--- src/rtl/bank_cmd_multi_pkg.sv ---
// bank_cmd_multi_pkg: command and task ICD packages shared by the bank command handler
package cmd_icd_pkg;
  function automatic logic [31:0] task2bank_cmd(input logic [3:0] bank, input logic [7:0] val);
    return {16'hB4C0, 4'h0, bank, val};
  endfunction
endpackage

package task_icd_pkg;
  localparam int unsigned HEADER_BYTES = 16;
  localparam int unsigned BANK_CMD_WORDS = 2;
  localparam logic [31:0] TASK_VALID = 32'd1;
  localparam logic [31:0] HEADER_INVALID = 32'd2;
  localparam logic [31:0] PAYLOAD_INVALID = 32'd3;
  localparam logic [31:0] EXE_ERROR = 32'd4;
endpackage

--- src/rtl/bank_cmd_multi_validator.sv ---
// bank_cmd_validator: length decode into a command limit and first out-of-range pair index
module bank_cmd_validator
  import task_icd_pkg::*;
#(
  parameter int unsigned MAX_CMDS = 8,
  parameter int unsigned BANK_MAX = 15,
  parameter int unsigned VAL_MAX = 255,
  localparam int CW = $clog2(MAX_CMDS + 1)
) (
  input  logic [31:0] len,
  input  logic [32*MAX_CMDS-1:0] bank,
  input  logic [32*MAX_CMDS-1:0] val,
  output logic len_ok,
  output logic [CW-1:0] n,
  output logic [CW-1:0] first_bad
);
  logic [31:0] d;
  always_comb begin
    d = len - HEADER_BYTES;
    len_ok = len >= HEADER_BYTES && d[2:0] == 3'd0 && d[31:3] != 29'd0 && d[31:3] <= 29'(MAX_CMDS);
    n = CW'(d[31:3]);
    // MAX_CMDS means no bad pair; the lowest bad index wins
    first_bad = CW'(MAX_CMDS);
    for (int i = int'(MAX_CMDS) - 1; i >= 0; i--)
      if (bank[32*i +: 32] > BANK_MAX || val[32*i +: 32] > VAL_MAX) first_bad = CW'(i);
  end
endmodule

--- src/rtl/bank_cmd_multi.sv ---
// bank_cmd_multi: validates a multi-pair bank task and streams one command word per pair
// BANK_CMD_GAP_EN inserts GAP_CYCLES idle cycles between beats
module bank_cmd_multi
  import task_icd_pkg::*;
  import cmd_icd_pkg::*;
#(
  parameter int unsigned MAX_CMDS = 8,
  parameter int unsigned BANK_MAX = 15,
  parameter int unsigned VAL_MAX = 255,
  parameter int unsigned DEFAULT_TIMEOUT = 1000,
`ifdef BANK_CMD_GAP_EN
  parameter int unsigned GAP_CYCLES = 4,
`endif
  localparam int CW = $clog2(MAX_CMDS + 1)
) (
  input  logic clk,
  input  logic rst,
  input  logic task_valid,
  output logic task_ready,
  input  logic [31:0] len_bytes,
  input  logic [32*MAX_CMDS-1:0] bank_flat,
  input  logic [32*MAX_CMDS-1:0] val_flat,
  input  logic [31:0] timeout_limit,
  output logic resp_valid,
  output logic [31:0] resp,
  output logic [CW-1:0] resp_count,
  input  logic aso_cmd_ready,
  output logic aso_cmd_valid,
  output logic [31:0] aso_cmd_data
);
  localparam logic [2:0] IDLE = 3'd0, VLEN = 3'd1, VPAY = 3'd2, SRC = 3'd3;
`ifdef BANK_CMD_GAP_EN
  localparam logic [2:0] GAP = 3'd4;
  logic [31:0] gcnt;
`endif
  logic [2:0] st;
  logic [CW-1:0] idx, lim, n, first_bad, sel, fin_count;
  logic [31:0] len_q, tlim, cnt, word, fin_code;
  logic [32*MAX_CMDS-1:0] bank_q, val_q;
  logic len_ok, fin;
  bank_cmd_validator #(.MAX_CMDS(MAX_CMDS), .BANK_MAX(BANK_MAX), .VAL_MAX(VAL_MAX)) u_val (
    .len(len_q), .bank(bank_q), .val(val_q), .len_ok(len_ok), .n(n), .first_bad(first_bad)
  );
  // sel names the word to load next: word 0 on entry, idx+1 after a handshake, idx after a gap
  always_comb begin
    sel = st == SRC ? idx + CW'(1) : st == VPAY ? '0 : idx;
    word = '0;
    for (int i = 0; i < int'(MAX_CMDS); i++)
      if (CW'(i) == sel) word = task2bank_cmd(bank_q[32*i +: 4], val_q[32*i +: 8]);
    fin = (st == VLEN && !len_ok) || (st == VPAY && idx == first_bad) ||
          (st == SRC && (aso_cmd_ready ? idx == lim - CW'(1) : cnt + 32'd1 == tlim));
    fin_code = st == VLEN ? HEADER_INVALID : st == VPAY ? PAYLOAD_INVALID : aso_cmd_ready ? TASK_VALID : EXE_ERROR;
    fin_count = st != SRC ? '0 : aso_cmd_ready ? lim : idx;
  end
  always_ff @(posedge clk or posedge rst)
    if (rst) begin
      st <= IDLE;
      task_ready <= 1'b1;
      resp_valid <= 1'b0;
      resp <= '0;
      resp_count <= '0;
      aso_cmd_valid <= 1'b0;
      aso_cmd_data <= '0;
      idx <= '0;
      lim <= '0;
      cnt <= '0;
      tlim <= '0;
      len_q <= '0;
      bank_q <= '0;
      val_q <= '0;
`ifdef BANK_CMD_GAP_EN
      gcnt <= '0;
`endif
    end else begin
      resp_valid <= 1'b0;
      if (fin) begin
        st <= IDLE;
        task_ready <= 1'b1;
        resp_valid <= 1'b1;
        resp <= fin_code;
        resp_count <= fin_count;
        aso_cmd_valid <= 1'b0;
      end else
        case (st)
          IDLE: if (task_valid) begin
            st <= VLEN;
            task_ready <= 1'b0;
            len_q <= len_bytes;
            bank_q <= bank_flat;
            val_q <= val_flat;
            tlim <= timeout_limit == '0 ? DEFAULT_TIMEOUT : timeout_limit;
          end
          VLEN: begin
            st <= VPAY;
            lim <= n;
            idx <= '0;
          end
          VPAY: if (idx == lim - CW'(1)) begin
            st <= SRC;
            idx <= '0;
            cnt <= '0;
            aso_cmd_valid <= 1'b1;
            aso_cmd_data <= word;
          end else idx <= idx + CW'(1);
          SRC: if (aso_cmd_ready) begin
            cnt <= '0;
            idx <= idx + CW'(1);
`ifdef BANK_CMD_GAP_EN
            st <= GAP;
            gcnt <= '0;
            aso_cmd_valid <= 1'b0;
`else
            aso_cmd_data <= word;
`endif
          end else cnt <= cnt + 32'd1;
`ifdef BANK_CMD_GAP_EN
          GAP: if (gcnt == GAP_CYCLES - 1) begin
            st <= SRC;
            aso_cmd_valid <= 1'b1;
            aso_cmd_data <= word;
          end else gcnt <= gcnt + 32'd1;
`endif
          default: st <= IDLE;
        endcase
    end
endmodule

--- config.mk ---
export PLATFORM = sky130hd
export DESIGN_NAME = bank_cmd_multi
export DESIGN_NICKNAME = d
export VERILOG_FILES = /design/src/rtl/bank_cmd_multi_pkg.sv /design/src/rtl/bank_cmd_multi_validator.sv /design/src/rtl/bank_cmd_multi.sv
export SDC_FILE = /design/constraint.sdc
export NUM_CORES = 1
export LEC_CHECK = 0
export ABC_AREA = 0
export BUFFER_PORTS_ARGS = -buffer_cell sky130_fd_sc_hd__buf_2
export CAP_MARGIN = 5
export CORE_AREA = 2 2 250 252
export DETAILED_ROUTE_END_ITERATION = 10
export DIE_AREA = 0 0 252 254
export MAX_ROUTING_LAYER = met4
export PLACE_DENSITY = 0.82
export SETUP_SLACK_MARGIN = 0.1
export SLEW_MARGIN = 15
export SYNTH_ARGS = -nofsm -noshare
export SYNTH_HDL_FRONTEND = slang
export SYNTH_SLANG_ARGS = --single-unit
--- constraint.sdc ---
create_clock -name clk -period 29.2 [get_ports clk]
set_input_delay 5.84 -clock clk [delete_from_list [all_inputs] [get_ports clk]]
set_output_delay 5.84 -clock clk [all_outputs]
set_load 0.005 [all_outputs]
# Yosys cells after proc, flatten, opt, wreduce, memory -nomap -nowiden
# Cells that the tools add are included.
[totals]
reg_bits = 690
word_cells = 137
[op_classes]
add_sub_neg = 4
magnitude_cmp = 18
n_eq_ne = 19
mux = 45
bitwise_logic = 1
reduce_logical = 36
[op_table]
columns = ["operator", "n"]
rows = [
  ["$mux W32", 13],
  ["$gt A32 B4 Y1 const B", 8],
  ["$gt A32 B8 Y1 const B", 8],
  ["$pmux W32 S2", 2],
  ["$mux W4", 14],
  ["$add A32 B1 Y32 const B", 1],
  ["$eq A32 B32 Y1", 1],
  ["$ge A32 B5 Y1 const B", 1],
  ["$logic_not A32 Y1", 1],
  ["$sub A32 B5 Y32 const B", 1],
  ["$le A29 B4 Y1 const B", 1],
  ["$reduce_bool A29 Y1", 1],
  ["$mux W3", 6],
  ["$eq A3 B4 Y1 const A", 4],
  ["$pmux W3 S4", 1],
  ["$pmux W4 S3", 1],
  ["$reduce_and A3 Y1", 4],
  ["$logic_or A1 B1 Y1", 10],
  ["$reduce_bool A2 Y1", 5],
  ["$eq A2 B4 Y1 const A", 2],
  ["$eq A4 B4 Y1", 2],
  ["$mux W1", 8],
  ["$eq A3 B2 Y1 const B", 2],
  ["$logic_and A1 B1 Y1", 6],
  ["15 further kinds", 20],
]

# Logic depth before layout (Yosys ltp)
[depth]
word_depth = 16
depth_mapped = 15
ltp_nobuf = 11

# Modules after synthesis
# Synthesis repeated with hierarchy kept, for this count alone.
[hier_totals]
cells_unflattened = 2163
area_unflattened_um2 = 28740.1
[by_module_without_submodules]
columns = ["module", "n_inst", "cells_per_inst", "area_each_um2"]
rows = [
  ["bank_cmd_multi", 1, 1941, 27336.2],
  ["bank_cmd_validator", 1, 222, 1403.8],
]

# Least setup slack after synthesis
# No wires, ideal clock.
[synth_path]
kind = "input-to-reg"
startpoint = "input aso_cmd_ready"
endpoint = "register bank_q[0]"
arrival_time_ns = 8.360
setup_slack_ns = 20.713
path_stages = 13
path_cell_list = "clkbuf_1 > nor2b_1 > nand3_1 > a211o_1 > nand4b_1 > nor4_1 > o211ai_1 > nor3_4 > nor4_2 > buf_6 > buf_6 > buf_6 > mux2_1"
[synth_between]
elab_chain_cells = 5
[synth_lines]
columns = ["item", "line", "text"]
rows = [
  ["start: declaration", "bank_cmd_multi.sv:27", "input logic aso_cmd_ready,"],
  ["$mux W1", "bank_cmd_multi.sv:51", "(st == SRC && (aso_cmd_ready ? idx == lim - CW'(1) : cnt + 32'd1 == tlim));"],
  ["$logic_and A1 B1 Y1", "bank_cmd_multi.sv:51", ""],
  ["$logic_or A1 B1 Y1", "bank_cmd_multi.sv:50", "fin = (st == VLEN && !len_ok) || (st == VPAY && idx == first_bad) ||"],
  ["$not A1 Y1 (no source line)", "-", ""],
  ["$reduce_and A3 Y1 (no source line)", "-", ""],
  ["end signal: assignment", "bank_cmd_multi.sv:89", "bank_q <= bank_flat;"],
  ["end: declaration", "bank_cmd_multi.sv:39", "logic [32*MAX_CMDS-1:0] bank_q, val_q;"],
]
# Every way passes these cells.
# A chain may end at the register's enable or synchronous reset.

# Final worst setup path
[layout_path]
startpoint = "input aso_cmd_ready"
endpoint = "register val_q[136]"
[layout_between]
elab_chain_cells = 5
[layout_lines]
columns = ["item", "line", "text"]
rows = [
  ["$mux W1", "bank_cmd_multi.sv:51", ""],
  ["$logic_and A1 B1 Y1", "bank_cmd_multi.sv:51", ""],
  ["$logic_or A1 B1 Y1", "bank_cmd_multi.sv:50", ""],
  ["$not A1 Y1 (no source line)", "-", ""],
  ["$reduce_and A3 Y1 (no source line)", "-", ""],
  ["end signal: assignment", "bank_cmd_multi.sv:90", "val_q <= val_flat;"],
  ["end: declaration", "bank_cmd_multi.sv:39", ""],
]
# Every way passes these cells.

==> run summary <==
The number of iterations in the first detailed-routing pass is 6. Yosys mapped a number of flops with a built-in enable equal to 0. The maximum number of pins on one net before global-route repair is between 150 and 200. By area, the combinational part of the netlist is dominated by multiplexers.

Buffers placed on the I/O ports in this run total 607. Buffers inserted to repair hold after CTS numbered 0. The H-tree generated during clock tree synthesis spans 3 levels.

In the synthesized netlist the async set-or-reset flop fraction comes to 100%. The y dimension of the die is 254 um. The die outline width came out at about 250 um. The library cell used most frequently in the layout, excluding fill and tap cells, is dfrtp_1.

TritonCTS built the clock tree. Counting buffers and inverters, the worst setup path is 12 cells deep. Clock tree synthesis selected as its root buffer the cell clkbuf_16. The clock group share of total power is a little over a quarter.

The number of sinks handled by clock tree synthesis is about 640. The flow ran to the end, and the final reports show no timing, DRC or antenna violations. STA classifies the critical path endpoint as a flip-flop.

The internal power summed over all cells is 2380 uW. The sequential fraction of the synthesis area is 55.9%. The highest achievable clock rate is 0.102 GHz.

In the final routing, the length of wire on met1 measures 31.2 mm. The count of max-cap constraint violations came out at 0. Data arrives at the worst endpoint at ~10000 ps. The count of nets left with antenna violations once routing finished came out at 0. The number of clock buffers added by TritonCTS is 69. The core box area came out at roughly 60000 um^2.

The final count of hold timing violations came to 0. The power share of the sequential group came out at a little under half. The post-synthesis adder-cell area fraction is less than 1%.

The post-synthesis instance total is ~2100. The area enclosed by the die boundary is roughly 64000 um^2. The number of max-slew violations in the final report came out at 0. Setup repair after global routing left no endpoint under its margin. The setup fix buffers added after clock tree synthesis came out at 0. The vias per cell came out at about 5.7.

Once the clock tree was built, the resizer swapped 0 gates to a different size. The smallest clock period supported by the final layout is computed as between 9000 and 10000 ps. After detailed routing, the total wire length is 80.1 mm. The cell family contributing the most delay on the critical path is simple AND/OR/NAND/NOR gates. At the pin with the least slew margin, the transition time is between 1000 and 1500 ps.

The worst pin sits at a relative slew slack of 17.5%. The total cell area at the placement stage came out at 31800 um^2. The wire length of the first global-routing pass came out at approximately 120 mm. For this design the top-level I/O count stands at 651. The overflow left after global routing is 0.

The worst setup path is launched from a primary input. The number of different library cells in the post-synthesis netlist came out at 73. The post-synthesis mux area share is 23.9%. The synthesized area per cell is around 14 um^2.

The peak supply drop came out at 0.0000628 V. The area growth from synthesis to layout came out at 19.7%. Hold is met by ~480 ps. The data required time at the worst endpoint is approximately 30000 ps. The floorplan has 91 rows. The total standard cell area after synthesis came out at 28700 um^2. Cells with a size suffix above 1 make up a little under a third of the layout.

The met2 routed wirelength is 39.7 mm. Detailed placement ended at an HPWL of 59.3 mm. The initial core utilization is 46.9%.

The number of global-route vias before repair was 21526. The worst reg2reg path depth came out at 12. The net count of the finished layout is between 3000 and 4000.

The combinational cell fraction of total power is 27.9%. The routed length per instance came out at 22.4 um. The routed length on met3 is 5.89 mm. The leakage power total is about 0.015 uW. Counting both buffers and inverters, the worst setup path holds a total of 3. The largest fanout on the critical path came out at 196. The number of flip-flops and latches in the synthesized netlist is 641.

The clock transition time at the flip-flop clock pins of the worst setup and hold paths came out at ~60 ps. The fraction of power spent switching nets is between 30% and 40%. The total power came out at 3500 uW. The post-layout utilization of the core is 56.1%. The final setup TNS came out at 0 ps. Walking the worst path, the cells encountered are buf_2, nor2b_1, nand3_1, a211o_1, nand4b_1, nor4_1, o211ai_1, nor3_4, nor4_4, buf_12, buf_4, mux2_1.

The clock latency on the worst-skew pair is 610 ps. Leaving out fill and tap cells, the most frequent cells in the layout are dfrtp_1 (640), buf_2 (607), mux2_1 (534), nor4_1 (135), clkbuf_16 (70). The highest layer used for signal routing is met4.

The power per cell area is 102 nW/um^2. The slowest stage of the critical path is the buf_4 cell. For this block, the initial DRC count from the detailed router was 1431. The post-detailed-route DRC marker count is 0.

The area share of xor/xnor cells in the synthesized design is 1.59%. Setup violations remaining at the end of the flow were counted as 0. The final period utilization came out at 33.6%. The peak per-stage delay on the critical path came out at around 700 ps. In this run the power spent charging and discharging nets is 1120 uW. The most used flip-flop cell after synthesis is dfrtp_1.

The maximum number of buffers from clock root to sink came out at 3. The post-route cell area came out at between 30000 and 40000 um^2. For the final database, setup skew stands at 33.1 ps.

The number of instances on the worst hold path came out at 1. After Yosys synthesis, and, or, nand and nor cells account for 8.28% of the synthesized area. The min-delay analysis places its worst path in the category flip-flop to flip-flop. The Yosys step of the flow raised 0 warnings.

The worst setup path is of the primary input to flip-flop kind. The overall track demand over capacity in global routing is 25.2%. At the end of routability-driven placement, the weighted congestion stood at 0.949. The vias after detailed routing came out at 20232. Summing the areas of all compound-gate instances in the mapped netlist gives 5.20% of the synthesized area.

The initial antenna violation count came out at 41.
==> cell families (layout without fill, tap and decap cells) <==
logic type / count (synthesis) / count (layout)
compound gates: 198 / 198
simple gates: 409 / 409
mux: 611 / 611
buf+inv: 192 / 776
xor+xnor: 52 / 52
other cells: 1 / 90
fa+ha+maj: 8 / 8
flops: 641 / 641
==> flip-flops by register name, summed over array words and instances (netlist names) <==
register	count
cnt	32
lim	4
aso_cmd_data	13
bank_q	256
val_q	256
resp_valid	1
resp_count	4
tlim	32
idx	4
task_ready	1
resp	3
len_q	32
aso_cmd_valid	1
st	2
==> area by class of cell <==
type	count	area, um^2
antenna	47	118
clock buffer	91	1970
clock inverter	30	432
fill	4860	26900
inverter	26	105
multi-input combinational	1321	11500
sequential	641	16000
tap	790	988
timing repair buffer	629	3240
==> metrics by stage <==
step / worst slack (ps) / instances
2_1_floorplan: 5400 / 2154
3_3_place_gp: 19160 / 3407
3_5_place_dp: 18940 / 3407
4_1_cts: 19560 / 3528
5_1_grt: 19240 / 3566
6_report: 19400 / 3575
==> Yosys cell counts (9+ instances only) <==
master    number  area share (%)
dfrtp_1      640              56
mux2_1       534              21
nor4_1       135             2.9
nor2_1        63            0.82
buf_6         61             2.4
mux2_2        58             2.3
nand2_1       49            0.64
buf_4         48             1.3
o31ai_1       46             1.2
clkbuf_1      39            0.51
nand4_1       38            0.83
xnor2_1       38             1.2
nand3_1       29            0.51
inv_1         26            0.34
o21ai_0       24            0.42
a31oi_1       21            0.46
mux2i_1       19            0.66
a22oi_1       17            0.44
a21oi_1       16            0.28
buf_2         14            0.24
xor2_1        14            0.43
nor3_1        13            0.23
or4_1         12            0.31
a221o_1       11            0.38
a222oi_1      11            0.38
and3_1        10            0.22
o41ai_1        9            0.27
==> metal layers <==
layer	global-route usage [%]	vias up
li1	-	8982
met5	-	-
met4	12.4	0
met2	40.9	855
met1	29.5	10191
met3	6.17	204
==> power by group through the flow <==
stage                     clock network, uW  registers, uW  logic [uW]
after global routing                    977           1650        1070
after floorplan                           0           1500         803
after detailed placement                  0           1600         971
final                                   924           1600         975
after CTS                               941           1590         983
after global placement                    0           1570         912
==> worst reg2reg max path: stages (launching register included) <==
cell     delay [ps]
dfrtp_1         380
nor4_1          730
nand2_1         150
nor4_1          950
nand2_1         110
a41o_1          290
xor2_1          230
o41ai_4         120
buf_4           320
nor4_4          470
buf_12          720
buf_4          1320
mux2_2          480
==> worst paths after layout <==
check,start,to,slack (ps)
max reg2reg,val_q[108],val_q[39],22810
max,aso_cmd_ready,val_q[136],19400
min reg2reg,len_q[28],len_q[28],480
max in group asynchronous,rst,val_q[115],21300
min in group asynchronous,rst,bank_q[21],5390
min,len_q[28],len_q[28],480
Power figures use the tool's default switching activity.
